--- config.mk ---
export PLATFORM = sky130hd
export DESIGN_NAME = fifo_mem_ctrl
export DESIGN_NICKNAME = d
export VERILOG_FILES = /design/src/rtl/fifo_mem_ctrl.sv
export SDC_FILE = /design/constraint.sdc
export NUM_CORES = 1
export LEC_CHECK = 0
export CAP_MARGIN = 20
export CORE_MARGIN = 1.5
export CORE_UTILIZATION = 33
export CTS_BUF_LIST = sky130_fd_sc_hd__clkbuf_4 sky130_fd_sc_hd__clkbuf_8
export DETAILED_ROUTE_END_ITERATION = 10
export PLACE_DENSITY = 0.76
export SYNTH_ARGS = -nofsm -noshare
export SYNTH_HDL_FRONTEND = slang
export SYNTH_SLANG_ARGS = --single-unit
--- constraint.sdc ---
create_clock -name Clock -period 4.7 [get_ports Clock]
set_clock_uncertainty 0.05 [all_clocks]
set_input_delay 0.94 -clock Clock [delete_from_list [all_inputs] [get_ports Clock]]
set_output_delay 0.94 -clock Clock [all_outputs]
set_load 0.01 [all_outputs]
--- src/rtl/fifo_mem_ctrl.sv ---
// FIFO pointer/flag controller for an external dual-port RAM with combinational read; pop data registered (1 cycle), full rejects push unless a pop frees a slot.
// Optional FIFO_STICKY_ERR_EN makes oOverflow/oUnderflow sticky until reset; default build pulses them for one cycle.
module fifo_mem_ctrl #(
    parameter int DATA_WIDTH   = 6,
    parameter int ADDR_WIDTH   = 3,
    parameter int ALMOST_FULL  = 6,
    parameter int ALMOST_EMPTY = 2
) (
    input  logic                  Clock,
    input  logic                  iReset_n,
    input  logic                  iPush,
    input  logic [DATA_WIDTH-1:0] iDataIn,
    input  logic                  iPop,
    output logic [DATA_WIDTH-1:0] oDataOut,
    output logic                  oDataValid,
    output logic                  oFull,
    output logic                  oEmpty,
    output logic                  oAlmostFull,
    output logic                  oAlmostEmpty,
    output logic [ADDR_WIDTH:0]   oCount,
    output logic                  oOverflow,
    output logic                  oUnderflow,
    output logic                  oMemWriteEnable,
    output logic [ADDR_WIDTH-1:0] oMemWriteAddress,
    output logic [DATA_WIDTH-1:0] oMemDataIn,
    output logic                  oMemReadEnable,
    output logic [ADDR_WIDTH-1:0] oMemReadAddress,
    input  logic [DATA_WIDTH-1:0] iMemDataOut
);

    localparam int CW = ADDR_WIDTH + 1;
    localparam logic [CW-1:0] DEPTH_C = CW'(1 << ADDR_WIDTH);
    localparam logic [CW-1:0] AF_C    = CW'(ALMOST_FULL);
    localparam logic [CW-1:0] AE_C    = CW'(ALMOST_EMPTY);

    typedef enum logic [1:0] {
        ST_EMPTY   = 2'd0,
        ST_PARTIAL = 2'd1,
        ST_FULL    = 2'd2
    } state_t;

    state_t                  state_q, state_d;
    logic [ADDR_WIDTH-1:0]   wr_ptr_q, wr_ptr_d;
    logic [ADDR_WIDTH-1:0]   rd_ptr_q, rd_ptr_d;
    logic [CW-1:0]           count_q, count_d;
    logic [DATA_WIDTH-1:0]   data_q, data_d;
    logic                    valid_q;
    logic                    full_q, empty_q, afull_q, aempty_q;
    logic                    ovf_q, ovf_d, unf_q, unf_d;
    logic                    push_ok, pop_ok;

    // A pop in the same cycle frees the slot, so a full FIFO can still accept a push.
    assign pop_ok  = iPop & ~empty_q;
    assign push_ok = iPush & (~full_q | pop_ok);

    assign oMemWriteEnable  = push_ok;
    assign oMemWriteAddress = wr_ptr_q;
    assign oMemDataIn       = iDataIn;
    assign oMemReadEnable   = pop_ok;
    assign oMemReadAddress  = rd_ptr_q;

    always_comb begin
        state_d  = state_q;
        wr_ptr_d = wr_ptr_q + (push_ok ? ADDR_WIDTH'(1) : ADDR_WIDTH'(0));
        rd_ptr_d = rd_ptr_q + (pop_ok  ? ADDR_WIDTH'(1) : ADDR_WIDTH'(0));
        count_d  = count_q + (push_ok ? CW'(1) : CW'(0)) - (pop_ok ? CW'(1) : CW'(0));
        data_d   = pop_ok ? iMemDataOut : data_q;
`ifdef FIFO_STICKY_ERR_EN
        ovf_d    = ovf_q | (iPush & ~push_ok);
        unf_d    = unf_q | (iPop & ~pop_ok);
`else
        ovf_d    = iPush & ~push_ok;
        unf_d    = iPop & ~pop_ok;
`endif
        case (state_q)
            ST_EMPTY: begin
                if (push_ok) state_d = ST_PARTIAL;
            end
            ST_PARTIAL: begin
                if (pop_ok && !push_ok && count_q == CW'(1))
                    state_d = ST_EMPTY;
                else if (push_ok && !pop_ok && count_q == DEPTH_C - CW'(1))
                    state_d = ST_FULL;
            end
            ST_FULL: begin
                if (pop_ok && !push_ok) state_d = ST_PARTIAL;
            end
            default: state_d = ST_EMPTY;
        endcase
    end

    always_ff @(posedge Clock or negedge iReset_n) begin
        if (!iReset_n) begin
            state_q  <= ST_EMPTY;
            wr_ptr_q <= '0;
            rd_ptr_q <= '0;
            count_q  <= '0;
            data_q   <= '0;
            valid_q  <= 1'b0;
            full_q   <= 1'b0;
            empty_q  <= 1'b1;
            afull_q  <= 1'b0;
            aempty_q <= 1'b1;
            ovf_q    <= 1'b0;
            unf_q    <= 1'b0;
        end else begin
            state_q  <= state_d;
            wr_ptr_q <= wr_ptr_d;
            rd_ptr_q <= rd_ptr_d;
            count_q  <= count_d;
            data_q   <= data_d;
            valid_q  <= pop_ok;
            // Flags are decoded from next-state values so they line up with oCount.
            full_q   <= (state_d == ST_FULL);
            empty_q  <= (state_d == ST_EMPTY);
            afull_q  <= (count_d >= AF_C);
            aempty_q <= (count_d <= AE_C);
            ovf_q    <= ovf_d;
            unf_q    <= unf_d;
        end
    end

    assign oDataOut     = data_q;
    assign oDataValid   = valid_q;
    assign oFull        = full_q;
    assign oEmpty       = empty_q;
    assign oAlmostFull  = afull_q;
    assign oAlmostEmpty = aempty_q;
    assign oCount       = count_q;
    assign oOverflow    = ovf_q;
    assign oUnderflow   = unf_q;

endmodule

# Word-level counts from Yosys, hierarchy flattened
# Cells that the tools add are included.
[op_classes]
add_sub_neg = 4
mul = 0
n_div = 0
n_lt_le_gt_ge = 2
n_eq_ne = 5
shift = 0
n_mux = 9
n_bitwise = 9
reduce_logical = 8
[op_table]
columns = ["operator", "n"]
rows = [
  ["$mux W2", 4],
  ["$add A3 B1 Y3", 2],
  ["$pmux W2 S3", 1],
  ["$add A4 B1 Y4", 1],
  ["$and A1 B1 Y1", 4],
  ["$eq A2 B2 Y1 const B", 2],
  ["$eq A4 B1 Y1 const B", 1],
  ["$eq A4 B3 Y1 const B", 1],
  ["$ge A4 B3 Y1 const B", 1],
  ["$le A4 B2 Y1 const B", 1],
  ["$logic_and A1 B1 Y1", 4],
  ["$logic_not A2 Y1", 2],
  ["$mux W1", 4],
  ["$not A1 Y1", 4],
  ["$sub A4 B1 Y4", 1],
  ["$eq A2 B1 Y1 const B", 1],
  ["$logic_not A1 Y1", 2],
  ["$or A1 B1 Y1", 1],
]
[totals]
register_bits = 25
latchBits = 0
ram_bits = 0
romBits = 0
in_bits = 16
output_inout_bits = 31
elab_cells = 49
mem_count = 0

# Longest topological paths before layout
[depth]
ltp_word = 10
depth_mapped = 12
mapped_depth_nobuf = 11

# Worst setup path after synthesis
# OpenSTA, ideal clock, no wires.
[synth_timing]
path_kind = "in2reg"
startpoint = "in iPop"
endpoint = "reg aempty_q (netlist: oAlmostEmpty)"
setup_ps = 78
t_arrival_ps = 2644
required_ps = 4572
slack_ps = 1928
cell_stages = 11
n_path_buf = 1
path_cell_list = "nand2b_1 > buf_6 > inv_1 > ha_1 > inv_1 > ha_1 > inv_1 > fa_1 > xnor2_1 > a21oi_1 > and3_1"
[synth_via]
elab_chain_len = 7
[synth_lines]
columns = ["element", "line", "text"]
rows = [
  ["from (decl)", "13", "input logic iPop,"],
  ["$and A1 B1 Y1 (*)", "53", "assign pop_ok = iPop & ~empty_q;"],
  ["net oMemReadEnable", "26", "output logic oMemReadEnable,"],
  ["$or A1 B1 Y1", "54", "assign push_ok = iPush & (~full_q | pop_ok);"],
  ["$and A1 B1 Y1", "54", ""],
  ["$mux W1", "66", "count_d = count_q + (push_ok ? CW'(1) : CW'(0)) - (pop_ok ? CW'(1) : CW'(0));"],
  ["$add A4 B1 Y4", "66", ""],
  ["$sub A4 B1 Y4 (*)", "66", ""],
  ["net count_d[2]", "45", "logic [CW-1:0] count_q, count_d;"],
  ["$le A4 B2 Y1 (*)", "117", "aempty_q <= (count_d <= AE_C);"],
  ["to (signal assigned)", "117", ""],
  ["to (decl)", "48", "logic full_q, empty_q, afull_q, aempty_q;"],
]
# Mark *: on every way through the listed nets, which the timed path passes. The rest lies on a longest branch.
# A chain may end at the register's enable or synchronous reset.

# Worst setup path in the final report
[layout_timing]
startpoint = "in iPop"
endpoint = "out oMemWriteEnable"
[layout_via]
elab_chain_len = 3
[layout_lines]
columns = ["element", "line", "text"]
rows = [
  ["$and A1 B1 Y1", "53", ""],
  ["$or A1 B1 Y1", "54", ""],
  ["$and A1 B1 Y1", "54", ""],
  ["to (decl)", "23", "output logic oMemWriteEnable,"],
]
# Every way passes these cells.

==> metrics <==
Antenna diodes 0; NetSw 0.3495 mW; fillcell total 303; vias in the first global route 772; YS warnings 0; worst hold stages 1; clk root buf clkbuf_4; Cell Area, Synth 1142 um2; combinational power share 0.521; Die Area 3824 um2; final std cells w/o fill 178; CORE AREA 3337 um2; clock network power share 0.099; syn_nets 128; RD Place Congestion 0.7649; setup bufs post-CTS 0; total power of the final layout 0.9757 mW; #FFs+latches synth 25; arrival time at the worst endpoint 2.58 ns; clock buffer depth 2; vias per inst 4.635; outcome finished, final reports clean; Tmin final 3.572 ns; placed wire-length estimate 1.647 mm; initial antenna violation count 0; Worst-Margin Slew 0.4608 ns; largest net degree at the start of global routing 26; Peak VDD IR 0.1767 mV; cts bufs inserted 3; Final Util 0.4619; max cap viols 0; Max Fclk 279.9 MHz; routed length per placed instance 11.65 um; post_cts resized 0; Starting Density 0.3423; DRC viols 0; Final TNS setup 0 ns; final setup vio count 0; Netlist cell types 26; Max transition margin 0.6919; Max Slew Vio Count 0; Hold Violations, Final 0; post-synthesis compound-gate area fraction 0.05257; main combinational cell family by area after synthesis simple AND/OR/NAND/NOR gates; area grow syn2layout 34.94%; global route total overflow 0; first-pass GRT wire length 3.346 mm; 1st-pass router iterations 4; register clock-pin slew on the reported worst setup and hold paths 0.13 ns; CP max stage cell clkdlybuf4s50_1; Syn Area/Cell 11.42 um2; Leak 0.7548 nW; final WL 2.073 mm; max incr delay on CP 0.55 ns; Die Y 61.84 um; worst min-delay path class register to register; Hold Buf Count CTS 0; period utilization 0.7600; Rows 21; most used cell along the critical path clkdlybuf4s50_1; IO Port Bufs 34; RSZ-0062 raised after global routing no; clock sinks 25; H-tree Lvls 1; CP Capture Type output pin; Post-Synth XOR/XNOR Area 0.02300; placed cells 173; Reg power frac 0.381; Clk Latency, worst-skew pair 0.30 ns; final antenna-violating net count 0; chip width 61.84 um; Internal 0.6262 mW; sw frac 0.3582; CP Launch Type input pin; I/O pins 47; GRT Total Usage 0.1182; worst-case reg-to-reg path depth 10; ratio of cells with drive above 1 in the final layout 0.06818; CP Cell Sequence clkdlybuf4s50_1 > nand2b_1 > nand2_1 > and2_1 > clkdlybuf4s50_1; area share of and/or/nand/nor cells after synthesis 0.1544; Gate Count Post-Synth 100; mux share of post-synthesis cell area 0; critical path class input pin to output pin; DR iter-0 viols 18; Via Count 825; sequential-to-total area share from yosys stat 0.5498; Final Net Count 161; critical path peak fanout 10; Worst EP required 3.71 ns; CTS tree yes; Cell Pwr Density 633.0 nW/um2; Synth Area in Adders 0.1380
-- sequential cells by signal (all words and copies together) (netlist names) --
register	count
oAlmostEmpty	1
oAlmostFull	1
oCount	4
oDataOut	6
oDataValid	1
oEmpty	1
oFull	1
oMemReadAddress	3
oMemWriteAddress	3
oOverflow	1
oUnderflow	1
state_q	2
-- through the flow --
step	setup slack, ns	hold WS, ns	area, um2
6_report	1.128	0.4239	1541
5_1_grt	1.014	0.4500	1541
4_1_cts	1.124	0.4301	1514
3_5_place_dp	1.132	0.4109	1484
3_3_place_gp	1.178	0.4032	1484
2_1_floorplan	1.928	0.4517	1142
-- cell usage after synthesis, drive strengths merged --
cell type / instances / area (um2)
a21o: 1 / 7.510
and4b: 1 / 10.01
nand2: 22 / 82.58
dfrtp: 23 / 575.6
fa: 1 / 20.02
a221o: 1 / 10.01
or2: 1 / 6.260
nand2b: 1 / 6.260
nand4: 1 / 6.260
inv: 10 / 37.54
nor3b: 1 / 7.510
a211o: 1 / 8.760
nand3: 2 / 10.01
nor3: 1 / 10.01
xor2: 2 / 17.52
a21oi: 1 / 5.000
dfstp: 2 / 52.55
xnor2: 1 / 8.760
ha: 11 / 137.6
and2: 2 / 12.51
nor2b: 1 / 6.260
buf: 7 / 56.30
a32o: 2 / 20.02
and3: 3 / 18.77
a221oi: 1 / 8.760
-- logic make-up (layout without fill, tap and decap cells) --
kind of cell,count (synthesis),after routing
fa+ha+maj,12,12
simple gates,36,36
flops,25,25
buf+inv,17,49
xor+xnor,3,3
compound gates,7,7
-- power groups by stage --
stage                     clock network (mW)  registers, mW  logic, mW
after floorplan                            0          0.413      0.236
after CTS                              0.101          0.374      0.514
after global routing                   0.111          0.385      0.582
after global placement                     0          0.374      0.494
after detailed placement                   0          0.380      0.510
final                                 0.0962          0.371      0.508
-- area by class of cell --
cell class	count	area, um2	area share
Timing Repair Buffer	35	367.9	0.2386
Inverter	10	37.54	0.02435
Sequential cell	25	628.1	0.4075
Multi-Input combinational cell	58	420.4	0.2727
Tap cell	46	57.56	0.03734
Clock buffer	4	30.03	0.01948
-- cells in the final DEF, fill, tap and decap left out --
master           count
a221oi_1             1
a21o_1               1
a32o_1               2
nor3_2               1
inv_1               10
xnor2_1              1
clkbuf_4             4
a221o_1              1
and2_1               2
nand3_1              2
clkdlybuf4s50_1     34
and3_1               3
fa_1                 1
xor2_1               2
a21oi_1              1
a211o_1              1
and4b_1              1
nor3b_1              1
nor2b_1              1
ha_1                11
buf_16               1
or2_2                1
nand2_1             22
nand4_1              1
dfrtp_1             23
nand2b_1             1
dfstp_2              2
-- layer usage --
| metal | routed length (um) | GRT usage | part of all wire | up-vias |
|---|---|---|---|---|
| met4 | 25 | 0.05167 | 0.012 | 0 |
| li1 | - | - | - | 388 |
| met3 | 158 | 0.02277 | 0.076 | 4 |
| met1 | 907 | 0.1375 | 0.44 | 395 |
| met2 | 983 | 0.2105 | 0.47 | 38 |
| met5 | 0 | 0 | 0 | - |
-- final timing paths --
path	from	end	slack, ns
hold / removal	oMemWriteAddress[2]$_DFF_PN0_	oMemWriteAddress[2]$_DFF_PN0_	0.42
setup reg to reg	oEmpty$_DFF_PN1_	oAlmostEmpty$_DFF_PN1_	2.03
setup / recovery	iPop	oMemWriteEnable	1.13
hold reg to reg	oMemWriteAddress[2]$_DFF_PN0_	oMemWriteAddress[2]$_DFF_PN0_	0.42
max in group asynchronous	iReset_n	oAlmostEmpty$_DFF_PN1_	3.19
min in group asynchronous	iReset_n	oUnderflow$_DFF_PN0_	0.88
-- worst max-delay path, delay by kind of cell --
family | cells | cell delay, ns
buffers and inverters | 2 | 1.03
AND/OR/NAND/NOR | 3 | 0.61
Note: power is estimated with default switching activity, not from simulation.
==> RTL edit (same flow settings) <==
Compare `count_q` against `DEPTH_C - CW'(1)` with >= in place of ==.
--- a/src/rtl/fifo_mem_ctrl.sv
+++ b/src/rtl/fifo_mem_ctrl.sv
@@ -81,3 +81,3 @@
                     state_d = ST_EMPTY;
-                else if (push_ok && !pop_ok && count_q == DEPTH_C - CW'(1))
+                else if (push_ok && !pop_ok && count_q >= DEPTH_C - CW'(1))
                     state_d = ST_FULL;
Behaviour: no difference found for any inputs over 10 cycles, from zero or initial values and one cycle with iReset_n low; that may be too few to reach the edited logic, so the function may still have changed.
==> RTL edit against the unedited design <==
First-iteration DRC count increased by 94%. Hold slack got worse by 0.0013 ns. Total power is 7.5% higher. Final area down 0.65%. Sequential cell count did not move. Setup slack worse by 0.0064 ns. Wire length is 4.4% higher. Synthesized area down 0.44%.
==> RTL edit: results (changes against the unedited design) <==
result of the run finished clean; number of buffers created by CTS 3 (unchanged); placed wire-length estimate after detailed placement 1.687 mm (+2.4%); Post-Syn Nets 127 (-0.78%); port bufs 34 (unchanged); maximum vdd drop 192.8 uV (+9.1%); share of cells above drive strength 1 6.870% (+0.052 points); NumNets Final 160 (-0.62%); initial antenna violation count 0 (unchanged); largest buffer count on any clock path 2 (unchanged); buffer cell driving the clock tree root clkbuf_4; placer's final routability congestion estimate 0.7374 (-3.6%); leakage power 0.7425 nW (-1.6%); overall routing resource usage 11.71% (-0.11 points); Wirelength per Cell 12.23 microns (+5.0%); startpoint of the lowest-slack register-to-register path oEmpty$_DFF_PN1_; remaining max-slew budget at the tightest pin 77.55% (+8.4 points); cells taking the most area after synthesis dfrtp_1 (51%), ha_1 (12%), nand2_1 (7.3%), dfstp_2 (4.6%), buf_4 (4.0%); maximum fanout encountered on the critical timing path 10 (unchanged); data arrival time of the critical path 2.59 ns (about the same); share of the yosys chip area belonging to registers 55.23% (+0.24 points); largest net degree at the start of global routing 26 (unchanged); clk slew on worst S/H paths 0.13 ns (about the same); leading cell types by count after synthesis dfrtp_1 (23), nand2_1 (22), ha_1 (11), inv_1 (7), buf_4 (6); Detailed Route Iter0 Violations 35 (+17); reg-to-reg slack, setup 2.07 ns (+0.04 ns); number of vias after detailed routing 812 (-1.6%); number of cells on the worst reg-to-reg path 9 (-1); wire length of the first global-routing pass 3.367 mm (+0.63%); critical hold path startpoint oMemReadAddress[2]$_DFF_PN0_; start point of the critical path iPop; number of global-route vias before repair 840 (+8.8%); Skew-Pair Late Insertion Delay between 0.3 and 0.4 ns; count of TritonRoute iterations in the first routing pass 4 (unchanged); number of antenna repair diodes 0 (unchanged)
RTL edit: cells by family (layout without fill, tap and decap cells):
kind of cell               Yosys count  in the layout  synth area share [%]
xor gates and xnor gates             3              3                 2.311
DFF                                 25             25                 55.23
adders and majority gates           12             12                 13.86
buffers and inverters               14             46                 7.481
and+or+nand+nor                     37             37                 15.62
AOI/OAI and AO/OA                    8              8                 5.501
RTL edit: path summary, 6_finish.rpt:
kind,endpoint
min reg2reg,oMemReadAddress[2]$_DFF_PN0_
min in group asynchronous,oMemWriteAddress[2]$_DFF_PN0_
max in group asynchronous,oAlmostEmpty$_DFF_PN1_
max reg2reg,oAlmostEmpty$_DFF_PN1_
min,oMemReadAddress[2]$_DFF_PN0_
max,oMemWriteEnable
RTL edit: stage by stage:
step | worst slack [ns] | std cells | util [%] | hold WS (ns) | cell area, sq um
3_5_place_dp | 1.134 | 172 | 44.60 | 0.4118 | 1476
2_1_floorplan | 1.969 | 99 | - | 0.4517 | 1137
6_report | 1.121 | 177 | 46.26 | 0.4226 | 1531
3_3_place_gp | 1.171 | 172 | 44.60 | 0.4034 | 1476
4_1_cts | 1.124 | 176 | 45.43 | 0.4329 | 1504
5_1_grt | 0.9724 | 177 | 46.26 | 0.4526 | 1531
RTL edit: power breakdown:
group / switching (W) / internal [W]
Sequential: 0.0000666 / 0.000328
Clock: 0.0000616 / 0.0000317
Combinational: 0.000259 / 0.000302
Total: 0.000387 / 0.000662
RTL edit: worst max-delay path, stage by stage:
cell and delay [ns]:
clkdlybuf4s50_1 0.49, nand2b_1 0.20, nand2_1 0.21, and2_1 0.20, clkdlybuf4s50_1 0.55
RTL edit: routing by layer:
| metal | share of wire (%) | global-route usage [%] |
|---|---|---|
| met5 | 0 | 0 |
| met4 | 0.55 | 4.559 |
| met3 | 5.7 | 2.484 |
| met2 | 54 | 22.41 |
| met1 | 40 | 12.38 |
RTL edit: cell type report:
class,count,area (sq um)
Timing Repair Buffer,35,367.9
Multi-Input combinational cell,60,424.2
Sequential cell,25,628.1
Inverter,7,26.28
Clock buffer,3,22.52
Fill cell,311,1779
Tap cell,46,57.56
Clock inverter,1,5.005
